===== src/rtl/regfile_wb_ctrl_pkg.sv =====
// Constants shared by the register-file write front end, the register file and decode.
package regfile_wb_ctrl_pkg;

  localparam int unsigned RF_XLEN   = 32;
  localparam int unsigned RF_REG_AW = 5;
  localparam int unsigned WB_DEPTH  = 4;
  localparam int unsigned REG_ZERO  = 0;

endpackage


===== src/rtl/regfile_wb_ctrl_wb_fifo.sv =====
// In-order write-back queue: storage, pointers and occupancy.
// Per-entry valid bits and rd indices are exported for the scoreboard compare.
module regfile_wb_ctrl_wb_fifo
  import regfile_wb_ctrl_pkg::*;
#(
  parameter int unsigned XLEN   = RF_XLEN,
  parameter int unsigned REG_AW = RF_REG_AW,
  parameter int unsigned DEPTH  = WB_DEPTH
) (
  input  logic                     clk,
  input  logic                     reset,
  input  logic                     i_push,
  input  logic [REG_AW-1:0]        i_push_rd,
  input  logic [XLEN-1:0]          i_push_data,
  input  logic                     i_pop,
  output logic [REG_AW-1:0]        o_head_rd,
  output logic [XLEN-1:0]          o_head_data,
  output logic                     o_full,
  output logic                     o_empty,
  output logic [$clog2(DEPTH):0]   o_count,
  output logic [DEPTH-1:0]         o_ent_valid,
  output logic [DEPTH*REG_AW-1:0]  o_ent_rd
);

  localparam int unsigned PW = $clog2(DEPTH);

  logic [REG_AW-1:0] r_rd     [DEPTH];
  logic [XLEN-1:0]   r_data   [DEPTH];
  logic [PW-1:0]     r_wr_ptr;
  logic [PW-1:0]     r_rd_ptr;
  logic [PW:0]       r_count;
  logic [PW-1:0]     w_off;

  // Storage is reset too so the head outputs read zero straight out of reset.
  always_ff @(posedge clk or negedge reset) begin
    if (!reset) begin
      for (int unsigned i = 0; i < DEPTH; i++) begin
        r_rd[i]   <= '0;
        r_data[i] <= '0;
      end
      r_wr_ptr <= '0;
      r_rd_ptr <= '0;
      r_count  <= '0;
    end else begin
      if (i_push) begin
        r_rd[r_wr_ptr]   <= i_push_rd;
        r_data[r_wr_ptr] <= i_push_data;
        r_wr_ptr         <= r_wr_ptr + 1'b1;
      end
      if (i_pop) begin
        r_rd_ptr <= r_rd_ptr + 1'b1;
      end
      if (i_push && !i_pop) begin
        r_count <= r_count + 1'b1;
      end else if (!i_push && i_pop) begin
        r_count <= r_count - 1'b1;
      end
    end
  end

  assign o_head_rd   = r_rd[r_rd_ptr];
  assign o_head_data = r_data[r_rd_ptr];
  assign o_full      = (r_count == (PW+1)'(DEPTH));
  assign o_empty     = (r_count == '0);
  assign o_count     = r_count;

  // A slot is live when its distance from the head is below the count.
  always_comb begin
    o_ent_valid = '0;
    o_ent_rd    = '0;
    w_off       = '0;
    for (int unsigned i = 0; i < DEPTH; i++) begin
      w_off                       = PW'(i) - r_rd_ptr;
      o_ent_valid[i]              = ({1'b0, w_off} < r_count);
      o_ent_rd[i*REG_AW +: REG_AW] = r_rd[i];
    end
  end

endmodule


===== src/rtl/regfile_wb_ctrl.sv =====
// Register-file write front end: arbitrates ALU and load writes into an in-order queue,
// drains one write per cycle and answers scoreboard queries on pending destinations.
module regfile_wb_ctrl
  import regfile_wb_ctrl_pkg::*;
#(
  parameter int unsigned XLEN   = RF_XLEN,
  parameter int unsigned REG_AW = RF_REG_AW,
  parameter int unsigned DEPTH  = WB_DEPTH
) (
  input  logic                   clk,
  input  logic                   reset,
  input  logic                   alu_valid,
  output logic                   alu_ready,
  input  logic [REG_AW-1:0]      alu_rd,
  input  logic [XLEN-1:0]        alu_data,
  input  logic                   ld_valid,
  output logic                   ld_ready,
  input  logic [REG_AW-1:0]      ld_rd,
  input  logic [XLEN-1:0]        ld_data,
  input  logic                   wb_hold,
  output logic                   RegWrite,
  output logic [REG_AW-1:0]      wrReg,
  output logic [XLEN-1:0]        wrData,
  input  logic [REG_AW-1:0]      q_rs1,
  input  logic [REG_AW-1:0]      q_rs2,
  output logic                   rs1_busy,
  output logic                   rs2_busy,
  output logic [$clog2(DEPTH):0] occupancy
);

  logic                    w_full;
  logic                    w_empty;
  logic                    w_alu_acc;
  logic                    w_ld_acc;
  logic                    w_push;
  logic                    w_pop;
  logic [REG_AW-1:0]       w_acc_rd;
  logic [XLEN-1:0]         w_acc_data;
  logic [DEPTH-1:0]        w_ent_valid;
  logic [DEPTH*REG_AW-1:0] w_ent_rd;

  // No full pass-through: a pop in the same cycle does not reopen the queue.
  assign alu_ready = !w_full;
  assign ld_ready  = !w_full && !alu_valid;
  assign w_alu_acc = alu_valid && alu_ready;
  assign w_ld_acc  = ld_valid && ld_ready;

  assign w_acc_rd   = w_alu_acc ? alu_rd : ld_rd;
  assign w_acc_data = w_alu_acc ? alu_data : ld_data;

  // Writes to x0 complete the handshake but never occupy a slot.
  assign w_push = (w_alu_acc || w_ld_acc) && (w_acc_rd != REG_AW'(REG_ZERO));

  assign RegWrite = !w_empty && !wb_hold;
  assign w_pop    = RegWrite;

  regfile_wb_ctrl_wb_fifo #(
    .XLEN   (XLEN),
    .REG_AW (REG_AW),
    .DEPTH  (DEPTH)
  ) u_wb_fifo (
    .clk         (clk),
    .reset       (reset),
    .i_push      (w_push),
    .i_push_rd   (w_acc_rd),
    .i_push_data (w_acc_data),
    .i_pop       (w_pop),
    .o_head_rd   (wrReg),
    .o_head_data (wrData),
    .o_full      (w_full),
    .o_empty     (w_empty),
    .o_count     (occupancy),
    .o_ent_valid (w_ent_valid),
    .o_ent_rd    (w_ent_rd)
  );

  // The retiring head still counts as busy: the register file captures it at the edge.
  always_comb begin
    rs1_busy = 1'b0;
    rs2_busy = 1'b0;
    for (int unsigned i = 0; i < DEPTH; i++) begin
      if (w_ent_valid[i] && (w_ent_rd[i*REG_AW +: REG_AW] == q_rs1)) begin
        rs1_busy = 1'b1;
      end
      if (w_ent_valid[i] && (w_ent_rd[i*REG_AW +: REG_AW] == q_rs2)) begin
        rs2_busy = 1'b1;
      end
    end
    if (q_rs1 == REG_AW'(REG_ZERO)) begin
      rs1_busy = 1'b0;
    end
    if (q_rs2 == REG_AW'(REG_ZERO)) begin
      rs2_busy = 1'b0;
    end
  end

endmodule


===== config.mk =====
export PLATFORM = sky130hd
export DESIGN_NAME = regfile_wb_ctrl
export DESIGN_NICKNAME = d
export VERILOG_FILES = /design/src/rtl/regfile_wb_ctrl_pkg.sv /design/src/rtl/regfile_wb_ctrl_wb_fifo.sv /design/src/rtl/regfile_wb_ctrl.sv
export SDC_FILE = /design/constraint.sdc
export NUM_CORES = 1
export LEC_CHECK = 0
export ABC_AREA = 0
export CELL_PAD_IN_SITES_DETAIL_PLACEMENT = 0
export CELL_PAD_IN_SITES_GLOBAL_PLACEMENT = 1
export CORE_MARGIN = 5
export CORE_UTILIZATION = 42
export DETAILED_ROUTE_END_ITERATION = 7
export MAX_ROUTING_LAYER = met4
export PLACE_DENSITY_LB_ADDON = 0.08
export SYNTH_ARGS = -nofsm -noshare
export SYNTH_HDL_FRONTEND = slang
export SYNTH_SLANG_ARGS = --single-unit

===== constraint.sdc =====
create_clock -name clk -period 2.9 [get_ports clk]
set_input_delay 0.29 -clock clk [delete_from_list [all_inputs] [get_ports clk]]
set_output_delay 0.29 -clock clk [all_outputs]
set_load 0.005 [all_outputs]

Word level (Yosys, flattened, before mapping)
Cells that the tools add are included.
{ "classes": {"eq_ne": 9, "muxes": 26, "bitwise_logic": 2, "n_reduce_logical": 28, "n_lt_le_gt_ge": 7, "addsub": 8} }
{ "ops": {"columns": ["cell", "count"], "rows": [
  ["bitwise mux 128 bit", 1],
  ["two-way mux 32 bit", 4],
  ["binary-select mux 32 bit (select 2 bit)", 1],
  ["demux 32 bit (select 2 bit)", 1],
  ["== test 5 bit", 8],
  ["bitwise mux 20 bit", 1],
  ["two-way mux 5 bit", 4],
  ["logical AND 1 bit", 16],
  ["< comparator 2 x 3 -> 1 bit", 4],
  ["binary-select mux 5 bit (select 2 bit)", 1],
  ["demux 5 bit (select 2 bit)", 1],
  ["logical NOT 5 bit", 2],
  ["two-way mux 1 bit", 10],
  [">= comparator 3 bit, second input constant", 2],
  ["logical NOT 1 bit", 6],
  ["two-way mux 3 bit", 2],
  ["inverter 2 -> 3 bit", 2],
  ["nonzero test 5 bit", 1],
  ["adder 2 x 1 -> 2 bit, second input constant", 2],
  ["subtractor 1 x 2 -> 2 bit, first input constant", 2],
  ["subtractor 2 bit, first input constant", 2],
  ["adder 3 x 1 -> 3 bit, second input constant", 1],
  ["== test 3 bit, second input constant", 1],
  ["logical NOT 3 bit", 1],
  ["other kinds (4)", 4]
]} }
{ "totals": {"reg_bits": 155, "input_bits": 89, "out_inout_bits": 45, "wordCells": 91} }

Longest topological paths before layout
{ "depth": {"depth_word": 10, "mapped_depth": 11, "ltp_nobuf": 10} }

Modules after synthesis
Synthesis repeated with hierarchy kept, for this count alone.
{ "hier_totals": {"cells_unflattened": 530, "hier_area_um2": 8614.5} }
{ "modules_own_cells": {"columns": ["module", "seq_area_each_um2", "area_per_inst_um2", "n_inst", "cells_each"], "rows": [
  ["regfile_wb_ctrl_wb_fifo", 3878.7, 7579.8, 1, 407],
  ["regfile_wb_ctrl", 0.0, 1034.7, 1, 123]
]} }

Worst setup path after synthesis
Ideal clock, no wire load.
{ "synth_path": {"path_type": "register to register", "from": "register u_wb_fifo.r_count[2], in the netlist u_wb_fifo.o_count[2]", "to": "register u_wb_fifo.r_count[2], in the netlist u_wb_fifo.o_count[2]", "path_buffers": 1, "arrival_time_ps": 2474, "path_slack_ps": 347, "required_time_ps": 2821, "setup_ps": 79, "path_stages_with_launch": 12, "period_less_slack_ps": 2553, "cell_sequence": "dfrtp_1 buf_4 nor3b_4 inv_2 nand2_4 a221oi_1 ha_1 inv_1 fa_1 xor2_1 nor2_1 xor2_1"} }
{ "synth_via": {"elab_chain_len": 9, "elab_cells_between_ends": 21, "cone_classes": "add/sub: 2; eq/ne: 1; mux: 3; reduce/logical: 15"} }
{ "synth_rtl": {"columns": ["item", "line_no", "text"], "rows": [
  ["from (decl)", "regfile_wb_ctrl_wb_fifo.sv:31", "logic [PW:0] r_count;"],
  ["from (signal assigned)", "regfile_wb_ctrl_wb_fifo.sv:54", "r_count <= r_count + 1'b1;"],
  ["from (signal assigned)", "regfile_wb_ctrl_wb_fifo.sv:56", "r_count <= r_count - 1'b1;"],
  ["== test 3 bit *", "regfile_wb_ctrl_wb_fifo.sv:63", "assign o_full = (r_count == (PW+1)'(DEPTH));"],
  ["logical NOT 1 bit *", "regfile_wb_ctrl.sv:43", "assign alu_ready = !w_full;"],
  ["net alu_ready", "regfile_wb_ctrl.sv:13", "output logic alu_ready,"],
  ["logical AND 1 bit, on equally long branches", "regfile_wb_ctrl.sv:45, regfile_wb_ctrl.sv:44", null],
  ["two-way mux 5 bit / logical AND 1 bit (equally long branches)", "regfile_wb_ctrl.sv:48, regfile_wb_ctrl.sv:46", null],
  ["nonzero test 5 bit / logical OR 1 bit (equally long branches)", "regfile_wb_ctrl.sv:52", "assign w_push = (w_alu_acc || w_ld_acc) && (w_acc_rd != REG_AW'(REG_ZERO));"],
  ["logical AND 1 bit *", "regfile_wb_ctrl.sv:52", null],
  ["net u_wb_fifo.i_push", "regfile_wb_ctrl_wb_fifo.sv:12", "input logic i_push,"],
  ["logical NOT 1 bit", "regfile_wb_ctrl_wb_fifo.sv:55", "end else if (!i_push && i_pop) begin"],
  ["logical AND 1 bit", "regfile_wb_ctrl_wb_fifo.sv:55", null],
  ["nonzero test 2 bit (no line)", null, null]
]} }
The timed path passes the listed nets; every way through them passes the cells marked *. The select of a mux whose other input is x is not followed.
A chain may end at the register's enable or synchronous reset.

Worst setup path in the final report
{ "layout_path": {"from": "register u_wb_fifo.r_rd_ptr[0]", "to": "output rs1_busy"} }
{ "layout_via": {"elab_chain_len": 8, "elab_cells_between_ends": 17, "cone_classes": "add/sub: 4; order compare: 4; mux: 5; reduce/logical: 4"} }
{ "layout_rtl": {"columns": ["item", "line_no", "text"], "rows": [
  ["from (decl)", "regfile_wb_ctrl_wb_fifo.sv:30", "logic [PW-1:0] r_rd_ptr;"],
  ["from (signal assigned)", "regfile_wb_ctrl_wb_fifo.sv:51", "r_rd_ptr <= r_rd_ptr + 1'b1;"],
  ["subtractor 1 x 2 -> 2 bit", "regfile_wb_ctrl_wb_fifo.sv:73", "w_off = PW'(i) - r_rd_ptr;"],
  ["< comparator 2 x 3 -> 1 bit", "regfile_wb_ctrl_wb_fifo.sv:74", "o_ent_valid[i] = ({1'b0, w_off} < r_count);"],
  ["logical AND 1 bit", "regfile_wb_ctrl.sv:82", "if (w_ent_valid[i] && (w_ent_rd[i*REG_AW +: REG_AW] == q_rs1)) begin"],
  ["two-way mux 1 bit (3 in a row)", "regfile_wb_ctrl.sv:82", null],
  ["two-way mux 1 bit *", "regfile_wb_ctrl.sv:82", null],
  ["two-way mux 1 bit *", "regfile_wb_ctrl.sv:89", "if (q_rs1 == REG_AW'(REG_ZERO)) begin"],
  ["to (decl)", "regfile_wb_ctrl.sv:26", "output logic rs1_busy,"]
]} }
Every way passes the cells marked *; elsewhere a longest branch is shown, timed or not.

==> results.sh <==
export IMPL_htreeDepth=4
export IMPL_cts_tree="yes"
export IMPL_clk_pin_slew_ns=0.06
export IMPL_cts_sinks=155
export IMPL_ys_flop_type="dfrtp_1"
export IMPL_endpoint="rs1_busy"
export IMPL_crit_fanout=3
export IMPL_finalSetupViolations=0
export IMPL_fmax_mhz=348.0
export IMPL_end_kind="output pin"
export IMPL_antenna_cells=0
export IMPL_yosysMostFrequentCell="dfrtp_1"
export IMPL_numCtsBuffers=17
export IMPL_drive_above_1_share=0.1333
export IMPL_antenna_found_initial=0
export IMPL_reg2reg_depth=8
export IMPL_grt_max_degree=72
export IMPL_ys_seq_area_frac=0.4927
export IMPL_clockRootBuffer="clkbuf_16"
export IMPL_drc=0
export IMPL_syn_area_per_cell_um2=11.09
export IMPL_synth_seq_cells=155
export IMPL_initialDrtViolationCount=296
export IMPL_clockBufferDepth=2
export IMPL_die_area_um2=21580
export IMPL_syn_area_um2=7873
export IMPL_die_y_um=146.9
export IMPL_worstMarginPinSlew_ns=0.7984
export IMPL_crit_path_start="u_wb_fifo.r_rd_ptr[0]"
export IMPL_required_ns=2.61
export IMPL_rsz0062_at_grt="true"
export IMPL_drt_wl_total_mm=19.54
export IMPL_cp_arrival_ns=2.58
export IMPL_r2r_start="u_wb_fifo.o_count[1]"
export IMPL_final_core_util=0.5380
export IMPL_critical_path_class="flip-flop to output pin"
export IMPL_fin_skew_ns=0.009699
export IMPL_ant_nets=0
export IMPL_ir_drop_v=0.0006305
export IMPL_yosysUniqueCellTypes=38
export IMPL_syn_to_final_growth_pct=26.99
export IMPL_num_fill_cells=1570
export IMPL_first_global_vias=6068
export IMPL_place_congestion=0.9304
export IMPL_core_um2=18580
export IMPL_viasPerCell=5.370
export IMPL_ioPinCount=134
export IMPL_grt_pass1_wl_mm=31.91
export IMPL_fin_crit_ns=2.873
export IMPL_synth_edf_count=0
export IMPL_final_max_slew_viol_count=0
export IMPL_yosysTopAreaCellShare=0.4927
export IMPL_routedWlPerCell_um=18.06
export IMPL_grt_overflow=0
export IMPL_hpwl_mm=12.97
export IMPL_p_per_area_nw_per_um2=1213
export IMPL_r2r_slack_ns=0.23
export IMPL_timing_rr_end="u_wb_fifo.r_data[21]"
export IMPL_relSlewSlack=0.4677
export IMPL_start_kind="flip-flop"
export IMPL_hold_class="input pin to asynchronous set/reset pin"
export IMPL_fin_hold_ws_ns=0.4462
export IMPL_ys_warn_count=0
export IMPL_initial_core_util=0.4237
export IMPL_finalHoldViolations=0
export IMPL_outcome="completed"
export IMPL_fp_dieW_um=146.9
export IMPL_synth_top_area_cell="dfrtp_1"
export IMPL_synthArstFlopShare=1.000
export IMPL_via_count=5810
export IMPL_p_leak_nw=4.042
export IMPL_worstSkewPairLatency_ns=0.41
export IMPL_finalCritPeriodShare=0.9908
export IMPL_synth_commonest_cells="155 x dfrtp_1, 146 x nor2_1, 145 x a21oi_1, 37 x mux4_2, 36 x mux2i_1"
export IMPL_rows=50
export IMPL_grt_usage=0.1913
export IMPL_maxCapViolations=0
export IMPL_drt_pass1_iter_count=4
export IMPL_synth_area_leaders="dfrtp_1 49%, mux4_2 11%, a21oi_1 9.2%, nor2_1 7.0%, mux2i_1 4.6%"
export IMPL_place_port_buffers=133
export IMPL_syn_nets=809
export IMPL_fin_nets=935
export IMPL_syn_inst=710
power by group:
part           internal (mW)  leakage, nW  switching [mW]
sequential              3.26         1.72           0.684
clock                   1.35        0.280           0.855
combinational           3.20         2.05            2.78
total                   7.80         4.04            4.32
cells by family after synthesis:
family | after synthesis | synth area share
compound gates | 173 | 0.1236
xor+xnor | 47 | 0.05229
fa+ha+maj | 10 | 0.01685
buf+inv | 64 | 0.05849
flops | 155 | 0.4927
mux | 74 | 0.1531
simple gates | 187 | 0.1030
cells in the final DEF, fill, tap and decap left out, types with 3 or more instances in the layout:
cell type | Yosys | routed
nor2_1 | 146 | 146
nand2_1 | 3 | 3
ha_1 | 9 | 9
clkdlybuf4s50_1 | 0 | 131
clkbuf_1 | 12 | 3
a221oi_4 | 4 | 4
xnor2_1 | 28 | 27
nor3_1 | 4 | 4
o21ai_0 | 17 | 17
dfrtp_2 | 0 | 3
xor2_1 | 19 | 19
buf_12 | 0 | 5
nor4_1 | 12 | 11
nand3_1 | 12 | 12
mux2i_1 | 36 | 36
a21oi_1 | 145 | 145
buf_4 | 2 | 18
bufinv_16 | 0 | 3
mux4_2 | 37 | 37
clkinv_2 | 0 | 3
clkbuf_16 | 0 | 17
dfrtp_1 | 155 | 152
inv_1 | 10 | 9
worst max-delay path: stages, from the launching register on:
cell             delay [ns]
dfrtp_2                0.45
xnor2_2                0.16
ha_1                   0.28
nand2b_1               0.06
o22ai_1                0.20
nor4_1                 0.10
nor4_1                 0.38
a21oi_1                0.09
clkdlybuf4s50_1        0.46
routing by layer:
layer	GRT usage	wire length (um)
met3	0.03239	844
met1	0.2499	8666
met5	-	0
met4	0.05499	299
met2	0.3107	9729
flip-flops by register name, summed over array words and instances, names as in the netlist:
signal	count
u_wb_fifo.r_rd_ptr	2
u_wb_fifo.r_wr_ptr	2
u_wb_fifo.o_count	3
u_wb_fifo.r_data	128
u_wb_fifo.o_ent_rd	20
final cells by class:
class	count	area [um^2]	area share
Sequential cell	155	3882	0.3884
Multi-Input combinational cell	491	3553	0.3554
Timing Repair Buffer	159	1640	0.1641
Clock buffer	20	436.7	0.04368
Tap cell	234	292.8	0.02929
Clock inverter	11	146.4	0.01464
Inverter	12	45.04	0.004506
worst min path at each step:
stage | start | end | slack, ns | depth (start not counted)
after floorplan | reset | u_wb_fifo.o_count[0] | -0.006 | 0
after global placement | reset | u_wb_fifo.o_ent_rd[9] | 0.33 | 1
after detailed placement | reset | u_wb_fifo.o_ent_rd[4] | 0.34 | 1
after CTS | reset | u_wb_fifo.o_ent_rd[4] | 0.46 | 2
after global routing | reset | u_wb_fifo.o_ent_rd[4] | 0.51 | 2
final | reset | u_wb_fifo.o_ent_rd[9] | 0.45 | 2
through the flow:
| stage | setup slack, ns | setup TNS (ns) | std cells | total power [mW] | instance area (um^2) |
|---|---|---|---|---|---|
| 6_report | 0.02667 | 0 | 1082 | 12.12 | 9997 |
| 5_1_grt | -0.08937 | -0.08937 | 1082 | 13.03 | 9997 |
| 4_1_cts | 0.002335 | 0 | 1082 | 12.28 | 9982 |
| 3_5_place_dp | 0.01475 | 0 | 1046 | 9.877 | 9318 |
| 3_3_place_gp | 0.05258 | 0 | 1046 | 9.679 | 9318 |
| 2_1_floorplan | 0.3470 | 0 | 710 | 7.640 | 7873 |
what timing repair did:
action                                 in CTS  in global routing
setup buffers                               3                  0
resized for setup                           4                  3
pin swaps                                   3                  1
hold buffers                                1                  0
gates cloned                                1                  0
endpoints found under the hold margin      69                  0
setup endpoints to repair                   2                  3
Note: power is estimated with default switching activity, not from simulation.
